File: src/rtl/bird_ctrl_pkg.sv
// Shared types and video-slot address map for the bird sprite sequencer.
package bird_ctrl_pkg;

  typedef enum logic [2:0] {
    S_IDLE,
    S_CALC,
    S_WR_X,
    S_WR_Y,
    S_WR_CTRL
  } state_e;

  localparam logic [13:0] ADDR_BYPASS = 14'h2000;
  localparam logic [13:0] ADDR_X0     = 14'h2001;
  localparam logic [13:0] ADDR_Y0     = 14'h2002;
  localparam logic [13:0] ADDR_CTRL   = 14'h2003;

endpackage

File: src/rtl/bird_motion_ctrl.sv
// Per-frame bird physics/animation update followed by three register writes
// (x0, y0, ctrl) on the sprite core's video-slot bus.
module bird_motion_ctrl
  import bird_ctrl_pkg::*;
#(
  parameter int unsigned X_POS     = 160,
  parameter int unsigned Y_START   = 200,
  parameter int unsigned Y_MAX     = 448,
  parameter int unsigned GRAVITY   = 1,
  parameter int unsigned FLAP_V    = 8,
  parameter int unsigned TERM_V    = 10,
  parameter int unsigned ANIM_DIV  = 6,
  parameter logic [2:0]  CTRL_BASE = 3'b001
) (
  input  logic        clk,
  input  logic        reset,
  input  logic        frame_start,
  input  logic        enable,
  input  logic        flap,
  output logic        cs,
  output logic        write,
  output logic [13:0] addr,
  output logic [31:0] wr_data,
  output logic        busy,
  output logic        on_floor,
  output logic [10:0] y_pos
);

  localparam logic [10:0]        Y_START_L = 11'(Y_START);
  localparam logic [10:0]        Y_MAX_L   = 11'(Y_MAX);
  localparam logic signed [11:0] Y_MAX_S   = 12'(Y_MAX);
  localparam logic signed [8:0]  GRAV_S    = 9'(GRAVITY);
  localparam logic signed [8:0]  TERM_S    = 9'(TERM_V);
  localparam logic signed [7:0]  FLAP_NEG  = -8'(FLAP_V);
  localparam logic [7:0]         DIV_LAST  = 8'(ANIM_DIV - 1);

  state_e             state_q, state_d;
  logic [10:0]        y_q, y_d;
  logic signed [7:0]  v_q, v_d;
  logic               flap_q, flap_d;
  logic [7:0]         div_q, div_d;
  logic [1:0]         frame_q, frame_d;
  logic [1:0]         wr_idx_q, wr_idx_d;

  logic signed [8:0]  v_inc;
  logic signed [7:0]  v_new;
  logic signed [11:0] y_sum;

  always_ff @(posedge clk or posedge reset) begin
    if (reset) begin
      state_q  <= S_IDLE;
      y_q      <= Y_START_L;
      v_q      <= '0;
      flap_q   <= 1'b0;
      div_q    <= '0;
      frame_q  <= '0;
      wr_idx_q <= '0;
    end else begin
      state_q  <= state_d;
      y_q      <= y_d;
      v_q      <= v_d;
      flap_q   <= flap_d;
      div_q    <= div_d;
      frame_q  <= frame_d;
      wr_idx_q <= wr_idx_d;
    end
  end

  always_comb begin
    v_inc = {v_q[7], v_q} + GRAV_S;
    if (flap_q || flap)
      v_new = FLAP_NEG;
    else if (v_inc > TERM_S)
      v_new = TERM_S[7:0];
    else
      v_new = v_inc[7:0];
    y_sum = $signed({1'b0, y_q}) + $signed({{4{v_new[7]}}, v_new});
  end

  always_comb begin
    state_d  = state_q;
    y_d      = y_q;
    v_d      = v_q;
    flap_d   = flap_q | flap;
    div_d    = div_q;
    frame_d  = frame_q;
    wr_idx_d = wr_idx_q;
    unique case (state_q)
      S_IDLE: if (frame_start && enable) state_d = S_CALC;
      S_CALC: begin
        state_d = S_WR_X;
        flap_d  = 1'b0;
        if (y_sum < 0) begin
          y_d = '0;
          v_d = '0;
        end else if (y_sum > Y_MAX_S) begin
          y_d = Y_MAX_L;
          v_d = '0;
        end else begin
          y_d = y_sum[10:0];
          v_d = v_new;
        end
        // The ctrl write carries the index in effect before this frame's
        // advance, so each index value is shown for a full ANIM_DIV frames.
        wr_idx_d = frame_q;
        if (div_q == DIV_LAST) begin
          div_d   = '0;
          frame_d = frame_q + 2'd1;
        end else begin
          div_d = div_q + 8'd1;
        end
      end
      S_WR_X:    state_d = S_WR_Y;
      S_WR_Y:    state_d = S_WR_CTRL;
      S_WR_CTRL: state_d = S_IDLE;
      default:   state_d = S_IDLE;
    endcase
  end

  always_comb begin
    cs      = 1'b0;
    write   = 1'b0;
    addr    = '0;
    wr_data = '0;
    unique case (state_q)
      S_WR_X: begin
        cs      = 1'b1;
        write   = 1'b1;
        addr    = ADDR_X0;
        wr_data = 32'(X_POS);
      end
      S_WR_Y: begin
        cs      = 1'b1;
        write   = 1'b1;
        addr    = ADDR_Y0;
        wr_data = {21'd0, y_q};
      end
      S_WR_CTRL: begin
        cs      = 1'b1;
        write   = 1'b1;
        addr    = ADDR_CTRL;
        wr_data = {27'd0, CTRL_BASE, wr_idx_q};
      end
      default: ;
    endcase
  end

  assign busy     = (state_q != S_IDLE);
  assign on_floor = (y_q == Y_MAX_L);
  assign y_pos    = y_q;

endmodule

File: config.mk
export PLATFORM = sky130hd
export DESIGN_NAME = bird_motion_ctrl
export DESIGN_NICKNAME = d
export VERILOG_FILES = /design/src/rtl/bird_ctrl_pkg.sv /design/src/rtl/bird_motion_ctrl.sv
export SDC_FILE = /design/constraint.sdc
export NUM_CORES = 1
export LEC_CHECK = 0
export BUFFER_PORTS_ARGS = -buffer_cell sky130_fd_sc_hd__buf_2
export CORE_MARGIN = 4
export CORE_UTILIZATION = 60
export CTS_BUF_LIST = sky130_fd_sc_hd__clkbuf_16
export CTS_CLUSTER_DIAMETER = 100
export DETAILED_ROUTE_END_ITERATION = 8
export PLACE_DENSITY_LB_ADDON = 0.1
export SYNTH_ARGS = -nofsm -noshare
export SYNTH_HDL_FRONTEND = slang
export SYNTH_SLANG_ARGS = --single-unit
File: constraint.sdc
create_clock -name clk -period 6.93 [get_ports clk]
set_clock_uncertainty 0.15 [all_clocks]
set_input_delay 1.7325 -clock clk [delete_from_list [all_inputs] [get_ports clk]]
set_output_delay 1.7325 -clock clk [all_outputs]
set_load 0.005 [all_outputs]
==> impl_results.md <==
- Global-route wire length before repair: 11700 um
- Routed Antenna Nets: 0
- Port buffer count: 33
- Pleak: 1.48 nW
- CP max stage delay: 0.51 ns
- Max Slew Vio Count: 0
- Syn_area_per_cell: 8.67 sq um
- Worst-margin pin slew: 0.812 ns
- Critical Path End Type: register
- Setup TNS Final: 0 ns
- Worst Path Buf+Inv: 1
- Post-cts sizing count: 0
- Crit path required time: 6.99 ns
- Largest net degree at the start of global routing: 36
- Crit start category: register
- DP Wirelength: 5200 um
- Sink Count: 35
- CP arrival: 5.38 ns
- Outcome: completed
- Via count: 2606
- CP cell instances: inv_1 -> ha_1 -> o21ai_2 -> a311oi_2 -> a211o_2 -> a21oi_2 -> o21ai_0 -> ha_1 -> nand4_1 -> nor3_4 -> nand4_1 -> a211oi_1 -> o21ai_0 -> a211oi_2 -> and2_1 -> a32o_1
- Synthesized flop and latch total: 35
- Number of global-route vias before repair: 2432
- CTS H-tree lvls: 2
- MaxCap Viol Count: 0
- Vias per cell: 5.96
- Layout cells sized above 1: 19.5%
- Antenna diodes: 0
- Crit path max fanout: 10
- Chip Height: 79.0 um
- YS warnings: 0
- Power per Cell Area: 424 nW/um^2
- Top cell family by delay on the critical path: compound AO/OA/AOI/OAI gates
- Die ar.: 6240 sq um
- Finish-stage setup viols: 0
- DRT Wirelength: 6950 um
- Dpl ws: 1.41 ns
- Post-synthesis sequential area ratio: 29.1%
- Routability cong.: 0.981
- Max Clk Rate: 188 MHz
- Num CTS Buffers: 5
- Worst-skew pair later-pin latency: 0.28 ns
- Netlist Area Pre-Place: 3020 sq um
- Total GRT Usage: 23.5%
- FILL cells: 417
- Area grow syn2layout: 6.33%
- Post-CTS Setup Inserts: 0
- Nets: 389
- Root Driver: clkbuf_16
- IO Count: 66
- Post-synth EDFFs: 0
- Multi-input gate area: 1850 sq um
- Die outline width: 79.0 um
- Total congestion overflow: 0
- Min cycle time layout: 5.32 ns
- Final core occ: 66.8%
- HP Class: reg2reg
- Setup ws final: 1.61 ns
- Synth cell types: 70
- Max clock buf depth: 2
- Register area: 880 sq um
- Setup repair after global routing missed its margin: no
- Worst vdd ir: 0.000188 V
- Final period util: 76.7%
- Initial Utilization: 62.8%
- Final Hold Viols: 0
- CP max-delay cell: dfrtp_1
- Ys flop type: dfrtp_1
- TritonCTS clock tree: done
- Hold Buf Count CTS: 0
- DR pass1 iterations: 6
- Core Rows: 25
- DR WL/cell: 15.9 um
- Headroom to the max-slew limit: 45.9%
- CP Class: reg2reg
- Number of standard cells after synthesis: 349
- Core Area: 4820 sq um
- Number of remaining DRC errors: 0
- Number of antenna violations at the first check in global routing: 0
- Clk pin slew, worst setup/hold paths: 0.06 ns
- Share of async-settable or async-resettable flops after synthesis: 100%
- Initial DRC Count: 176
==> Yosys cell counts, drive strengths merged (4+ instances only) <==
| cell | n | area (sq um) |
|---|---|---|
| buf | 42 | 317 |
| dfrtp | 32 | 801 |
| nand2 | 32 | 120 |
| o21ai | 23 | 119 |
| nor2 | 19 | 73.8 |
| ha | 15 | 188 |
| a21oi | 14 | 73.8 |
| inv | 13 | 48.8 |
| nor3 | 12 | 71.3 |
| and2 | 11 | 68.8 |
| clkbuf | 11 | 43.8 |
| nand3 | 11 | 55.1 |
| a32o | 10 | 101 |
| xnor2 | 10 | 87.6 |
| a211oi | 8 | 80.1 |
| or3 | 7 | 43.8 |
| xor2 | 6 | 52.6 |
| nand4 | 5 | 31.3 |
| or2 | 5 | 31.3 |
| a21o | 4 | 30.0 |
| a22o | 4 | 35.0 |
==> cells by family after synthesis <==
group / synth area share (%)
compound gates: 26.3
xor+xnor: 4.63
fa+ha+maj: 6.21
buf+inv: 13.5
flops: 29.1
mux: 0.331
other cells: 0.124
simple gates: 19.8
==> report_power, final <==
part           leakage, nW  switching [W]  total (W)  internal [W]
combinational        0.937       0.000462   0.000765      0.000303
sequential           0.460      0.0000757   0.000339      0.000263
clock               0.0804      0.0000900   0.000261      0.000171
==> worst paths after layout <==
kind | start | end | slack [ns] | cells after the start
min in group asynchronous | reset | v_q[1]$_DFFE_PP0P_ | 1.38 | 3
hold / removal | frame_q[1]$_DFFE_PP0P_ | frame_q[1]$_DFFE_PP0P_ | 0.32 | 1
setup / recovery | v_q[1]$_DFFE_PP0P_ | v_q[6]$_DFFE_PP0P_ | 1.61 | 16
setup reg to reg | v_q[1]$_DFFE_PP0P_ | v_q[6]$_DFFE_PP0P_ | 1.61 | 16
hold reg to reg | frame_q[1]$_DFFE_PP0P_ | frame_q[1]$_DFFE_PP0P_ | 0.32 | 1
max in group asynchronous | reset | y_pos[6]$_DFFE_PP1P_ | 4.90 | 3
==> stage by stage <==
stage / std cells / cell area (sq um) / hold slack [ns] / power [W]
3_3_place_gp: 429 / 3040 / 0.311 / 0.00108
3_5_place_dp: 429 / 3040 / 0.314 / 0.00109
4_1_cts: 437 / 3220 / 0.326 / 0.00136
6_report: 437 / 3220 / 0.320 / 0.00136
5_1_grt: 437 / 3220 / 0.350 / 0.00147
2_1_floorplan: 380 / 3140 / 0.295 / 0.000940
==> cell usage in the layout (no fill, tap or decap), types with 4 or more instances in the layout <==
master,count
nand4_1,5
a21oi_1,13
or2_2,4
a22o_1,4
a211oi_2,4
clkbuf_16,5
xor2_1,6
nand2_1,32
or3_1,7
dfrtp_1,32
and2_1,11
a32o_1,9
nand3_1,11
nor2_1,18
buf_2,33
xnor2_1,10
ha_1,15
inv_1,13
a211oi_1,4
conb_1,32
a21o_1,4
nor3_1,11
o21ai_0,21
==> routing by layer <==
layer	share of wire, %	vias up	track usage [%]
li1	-	1240	-
met1	45	1253	32.0
met2	47	97	36.5
met3	6.2	16	4.65
met4	2.2	0	9.28
met5	0	-	0
==> layout make-up <==
| type | count | share of cell area, % |
|---|---|---|
| clock buffer | 5 | 3.89 |
| timing repair buffer | 35 | 5.60 |
| multi-input combinational | 279 | 57.6 |
| sequential | 35 | 27.4 |
| clock inverter | 3 | 1.44 |
| inverter | 13 | 1.52 |
| tap | 67 | 2.61 |
==> sequential cells by signal (all words and copies together), names as in the netlist <==
name and count:
div_q 8, flap_q 1, frame_q 2, state_q 3, v_q 8, wr_idx_q 2
y_pos 11
(Power assumes the default switching activity.)
